### src/rtl/pipeline_stall_ctrl.sv
// Purpose: hazard/sequencing controller driving clock enables and bubble flushes for the 5-stage pipeline.
// Latency: enables/flushes are combinational from state and inputs; state advances on Tick-qualified Clock edges.
// Backpressure: mul/div, load-use and drain/halt freeze the upstream stages; Tick=0 freezes everything.
module pipeline_stall_ctrl #(
  parameter int REG_ADDR_W  = 5,
  parameter int MULDIV_LAT  = 8,
  parameter int STALL_CNT_W = 16
) (
  input  logic                   Clock,
  input  logic                   Reset,
  input  logic                   Tick,
  input  logic [REG_ADDR_W-1:0]  id_rs,
  input  logic [REG_ADDR_W-1:0]  id_rt,
  input  logic                   id_uses_rs,
  input  logic                   id_uses_rt,
  input  logic                   ex_memread,
  input  logic [REG_ADDR_W-1:0]  ex_rd,
  input  logic                   ex_branch_taken,
  input  logic                   ex_muldiv,
  input  logic                   halt_req,
  output logic                   pc_en,
  output logic                   ifid_en,
  output logic                   idex_en,
  output logic                   exmem_en,
  output logic                   memwb_en,
  output logic                   ifid_flush,
  output logic                   idex_flush,
  output logic                   exmem_flush,
  output logic                   halted,
  output logic [STALL_CNT_W-1:0] stall_count
);

  localparam logic [1:0] RUN     = 2'd0;
  localparam logic [1:0] MD_BUSY = 2'd1;
  localparam logic [1:0] DRAIN   = 2'd2;
  localparam logic [1:0] HALTED  = 2'd3;

  // The start cycle is one of the MULDIV_LAT stall cycles, so MD_BUSY runs for MULDIV_LAT-1 cycles.
  localparam logic [7:0] MD_CNT_INIT = 8'(MULDIV_LAT - 2);

  logic [1:0] state, state_nxt;
  logic [7:0] cnt, cnt_nxt;
  logic       md_done, md_done_nxt;
  logic       stall_inc;
  logic       lu;

  // Load-use hazard: the load in EX writes a register the ID instruction reads (r0 never hazards).
  always_comb begin
    lu = ex_memread && (ex_rd != '0) &&
         ((id_uses_rs && (id_rs == ex_rd)) || (id_uses_rt && (id_rt == ex_rd)));
  end

  // Output qualifiers and next-state decode; everything is held low during Reset and when Tick=0.
  always_comb begin
    pc_en       = 1'b0;
    ifid_en     = 1'b0;
    idex_en     = 1'b0;
    exmem_en    = 1'b0;
    memwb_en    = 1'b0;
    ifid_flush  = 1'b0;
    idex_flush  = 1'b0;
    exmem_flush = 1'b0;
    halted      = 1'b0;
    state_nxt   = state;
    cnt_nxt     = cnt;
    md_done_nxt = md_done;
    stall_inc   = 1'b0;
    if (!Reset) begin
      halted = (state == HALTED);
      if (Tick) begin
        case (state)
          RUN: begin
            md_done_nxt = 1'b0;
            if (ex_branch_taken) begin
              pc_en      = 1'b1;
              ifid_en    = 1'b1;
              idex_en    = 1'b1;
              exmem_en   = 1'b1;
              memwb_en   = 1'b1;
              ifid_flush = 1'b1;
              idex_flush = 1'b1;
            end else if (ex_muldiv && !md_done) begin
              exmem_en    = 1'b1;
              memwb_en    = 1'b1;
              exmem_flush = 1'b1;
              cnt_nxt     = MD_CNT_INIT;
              state_nxt   = MD_BUSY;
              stall_inc   = 1'b1;
            end else if (lu) begin
              idex_en    = 1'b1;
              exmem_en   = 1'b1;
              memwb_en   = 1'b1;
              idex_flush = 1'b1;
              stall_inc  = 1'b1;
            end else if (halt_req) begin
              idex_en    = 1'b1;
              exmem_en   = 1'b1;
              memwb_en   = 1'b1;
              idex_flush = 1'b1;
              cnt_nxt    = 8'd1;
              state_nxt  = DRAIN;
            end else begin
              pc_en    = 1'b1;
              ifid_en  = 1'b1;
              idex_en  = 1'b1;
              exmem_en = 1'b1;
              memwb_en = 1'b1;
            end
          end
          MD_BUSY: begin
            // Branch and halt requests wait until the mul/div result has left EX.
            exmem_en    = 1'b1;
            memwb_en    = 1'b1;
            exmem_flush = 1'b1;
            stall_inc   = 1'b1;
            if (cnt == 8'd0) begin
              state_nxt   = RUN;
              md_done_nxt = 1'b1;
            end else begin
              cnt_nxt = cnt - 8'd1;
            end
          end
          DRAIN: begin
            // IF/ID is frozen so the next instruction survives the halt.
            idex_en    = 1'b1;
            exmem_en   = 1'b1;
            memwb_en   = 1'b1;
            idex_flush = 1'b1;
            if (cnt == 8'd0) begin
              state_nxt = HALTED;
            end else begin
              cnt_nxt = cnt - 8'd1;
            end
          end
          default: begin
            if (!halt_req) begin
              state_nxt = RUN;
            end
          end
        endcase
      end
    end
  end

  // FSM, countdown and mul/div completion flag advance only on Tick.
  always_ff @(posedge Clock or posedge Reset) begin
    if (Reset) begin
      state   <= RUN;
      cnt     <= 8'd0;
      md_done <= 1'b0;
    end else if (Tick) begin
      state   <= state_nxt;
      cnt     <= cnt_nxt;
      md_done <= md_done_nxt;
    end
  end

  // Saturating hazard stall counter.
  always_ff @(posedge Clock or posedge Reset) begin
    if (Reset) begin
      stall_count <= '0;
    end else if (Tick && stall_inc && (stall_count != {STALL_CNT_W{1'b1}})) begin
      stall_count <= stall_count + 1'b1;
    end
  end

endmodule

### config.mk
export PLATFORM = sky130hd
export DESIGN_NAME = pipeline_stall_ctrl
export DESIGN_NICKNAME = d
export VERILOG_FILES = /design/src/rtl/pipeline_stall_ctrl.sv
export SDC_FILE = /design/constraint.sdc
export NUM_CORES = 1
export LEC_CHECK = 0
export ABC_AREA = 1
export CORE_ASPECT_RATIO = 0.7
export CORE_UTILIZATION = 56
export CTS_BUF_LIST = sky130_fd_sc_hd__clkbuf_2
export CTS_CLUSTER_DIAMETER = 30
export DETAILED_ROUTE_END_ITERATION = 6
export HOLD_SLACK_MARGIN = 0.06
export PLACE_DENSITY = 0.88
export SLEW_MARGIN = 25
export SYNTH_ARGS = -nofsm -noshare
export SYNTH_HDL_FRONTEND = slang
export SYNTH_SLANG_ARGS = --single-unit
export TNS_END_PERCENT = 10
### constraint.sdc
create_clock -name Clock -period 4.4 [get_ports Clock]
set_input_delay 0.88 -clock Clock [delete_from_list [all_inputs] [get_ports Clock]]
set_output_delay 0.88 -clock Clock [all_outputs]
set_load 0.1 [all_outputs]
==> results by group <==
GRT
  – Wire length of the first global-routing pass: 8.49 mm
  – Pin count of the biggest net entering global routing: 25
  – Vias in the first global route: 1,957
  – GRT overflow: 0
  – Total global routing track utilization: 26.1%
  – Antenna violations before repair: 0

Timing
  – Final critical delay including setup and external delays: 3.42 ns
  – Max-slew violation total from the final report: 0
  – Maximum clock frequency: 292 MHz
  – Total setup violations reported at the end of the flow: 0
  – Skew final: 0.00804 ns
  – Fin. Hold Viols: 0
  – RSZ-0062 raised after global routing: no
  – Final sum of negative setup slack: 0 ns
  – Tcrit/Tclk final: 77.8%
  – Slew @ Worst Pin: 0.978 ns
  – Relative slew margins: 34.6%

Logic synthesis
  – Async set or reset register ratio after synthesis: 100%
  – Sequential-to-total area share from yosys stat: 31.6%
  – Synthesis warning total: 0
  – Number of enable flip-flop cells after synthesis: 0
  – Syn avg cell area: 6.59 µm²
  – Library cell with the highest instance count after synthesis: nand2_1
  – Leading register cell type out of synthesis: dfrtp_1
  – Leading post-synthesis cells by cell area: dfrtp_1, nand2_1, nand3_1
  – Net count after synthesis: 357
  – Syn Inst Count: 325
  – Flop and latch count out of synthesis: 27
  – Most common library cells after synthesis: nand2_1, nor2_1, inv_1
  – Cell accounting for the most synthesized area: dfrtp_1
  – Area fraction of the dominant cell type after synthesis: 31.6%
  – Post-synthesis instance area: 2140 µm²
  – Count of unique library cells instantiated by Yosys: 31

Finish
  – Register Area: 676 µm²
  – Footprint of the multi-input gates: 1270 µm²
  – Diodes inserted: 0
  – Final core utilization: 73.9%
  – Post-layout net count: 404
  – Area growth, synth to finish: 23.7%
  – Fill cell total of the finished layout: 273
  – Fraction of layout cells with a size suffix above 1: 6.20%

Clock tree
  – CTS clock-pin slew for the worst setup and hold paths: 0.26 ns
  – Source-to-sink clock delay at the later pin of the worst-skew pair: 0.37 ns
  – Maximum root-to-sink buffer count: 2
  – Clock Root Buffer: clkbuf_2
  – Level count of the clock H-tree: 1
  – Total setup buffers inserted after CTS: 0
  – CTS tree: yes
  – Inserted Clock Buffers: 3
  – Clock sink total: 27
  – Number of resized instances in the post-cts repair step: 0
  – Cts hold-fix bufs: 0

Worst setup path
  – Worst-path fanout max: 3
  – Capture point of the critical path: idex_flush
  – Cell count of the worst reg-to-reg path: 10
  – Crit end category: output port
  – Launch point of the worst reg-to-reg path: state[0]
  – Data required time at the worst endpoint: 3.52 ns
  – Type of the worst setup path: in2out
  – Signal arrival time at the worst endpoint: 2.54 ns
  – Critical register-to-register path endpoint: cnt[2]
  – Reg-to-reg setup timing slack: 2.24 ns
  – Worst setup startpoint: ex_rd[1]
  – Category of the worst setup path launch point: input port

Route
  – Via-per-instance ratio: 5.27
  – First-pass DRT Iterations: 5
  – Average detailed-routed wire length per instance: 12.3 µm
  – Antenna Violating Nets Remaining: 0
  – Total number of vias: 2,218
  – Iteration-0 DRC count of the detailed router: 204
  – Routed wire length: 5.19 mm
  – DRC violation count after routing: 0

Run
  – Max-cap viol count: 0

Pwr
  – Maximum resistive drop on vdd: 400 µV
  – Static Leak: 1.38 nW
  – Power density cells: 460 nW/µm²

Placed design
  – Gp weighted congestion: 0.948
  – DP Wirelength: 3.94 mm
  – IO Port Bufs: 48

Floorplanning
  – Top-level port count: 49
  – Die Y-Extent: 53.7 µm
  – Die X: 75.9 µm
  – DIE AREA: 4080 µm²
  – # rows: 18
  – Starting density of the core: 59.8%
  – Core Box Area: 3580 µm²

Outcome
  – Outcome: completed

Min path
  – Class of the most critical hold timing path: reg2reg
-- kinds of logic after synthesis --
| group | count (synthesis) | share of synthesized area (%) |
|---|---|---|
| and+or+nand+nor | 206 | 42.1 |
| buffers and inverters | 48 | 9.23 |
| DFF | 27 | 31.6 |
| AOI/OAI and AO/OA | 19 | 5.49 |
| xor gates and xnor gates | 17 | 6.95 |
| adders and majority gates | 8 | 4.68 |
-- layout make-up --
cell class                 instances  share of cell area [%]
clock buffer                       3                   0.567
clock inverter                     1                   0.284
inverter                          41                    5.81
multi-input combinational        250                    47.9
sequential                        27                    25.5
tap                               50                    2.36
timing repair buffer              49                    17.6
-- metal layers --
metal	global-route usage, %	up-vias	share of wire, %
met2	48.5	63	45
met5	0	-	0
met4	3.85	0	0.62
met1	33.3	1027	49
li1	-	1122	-
met3	4.92	6	5.0
-- flip-flops by register name, summed over array words and instances, names as in the netlist --
| name | count |
|---|---|
| cnt | 8 |
| stall_count | 16 |
| state | 2 |
| md_done | 1 |
-- power breakdown --
part	total (W)	internal (W)	switching [W]
clock network	0.000100	0.0000210	0.0000794
logic	0.000754	0.000215	0.000540
registers	0.000364	0.000303	0.0000606
total	0.00122	0.000539	0.000680
-- worst max-delay path, stage by stage --
cell and delay (ns):
clkdlybuf4s50_1 0.50, inv_1 0.08, nand2_1 0.09, nand2_1 0.05, nor2_1 0.12, nand3_1 0.09, nand2_1 0.11, nand2_1 0.06
nand2_1 0.07, nand2_1 0.05, a21oi_1 0.13, buf_4 0.31
-- worst min-delay path by stage --
stage,startpoint,end,slack [ns],depth (start not counted)
after floorplan,cnt[1],cnt[1],0.44,2
after global placement,cnt[7],cnt[7],0.46,2
after detailed placement,cnt[1],cnt[1],0.46,2
after CTS,cnt[1],cnt[1],0.52,2
after global routing,cnt[7],cnt[7],0.54,2
final,cnt[1],cnt[1],0.51,2
-- stage by stage --
stage                     worst slack [ns]  total power [W]  cell area [µm²]  hold WS, ns  instances
after floorplan                      0.181         0.000950             2140        0.442        325
after global placement                1.02          0.00109             2630        0.456        417
after detailed placement              1.01          0.00111             2630        0.463        417
after CTS                             1.01          0.00122             2650        0.518        421
after global routing                 0.836          0.00131             2650        0.539        421
final                                0.979          0.00122             2650        0.514        421
-- layout by cell type, fill, tap and decap left out, types with 2 or more instances in the layout --
cell / count
buf_4: 10
o21ai_0: 8
clkdlybuf4s50_1: 39
nand3_1: 32
ha_1: 8
xnor2_1: 6
nand4_1: 14
nor2_1: 41
dfrtp_1: 27
nor3_1: 4
clkbuf_2: 3
o21ai_1: 2
a21oi_1: 4
nand2_1: 107
xor2_1: 11
inv_1: 40
nand3_2: 2
Note: power is estimated with default switching activity, not from simulation.
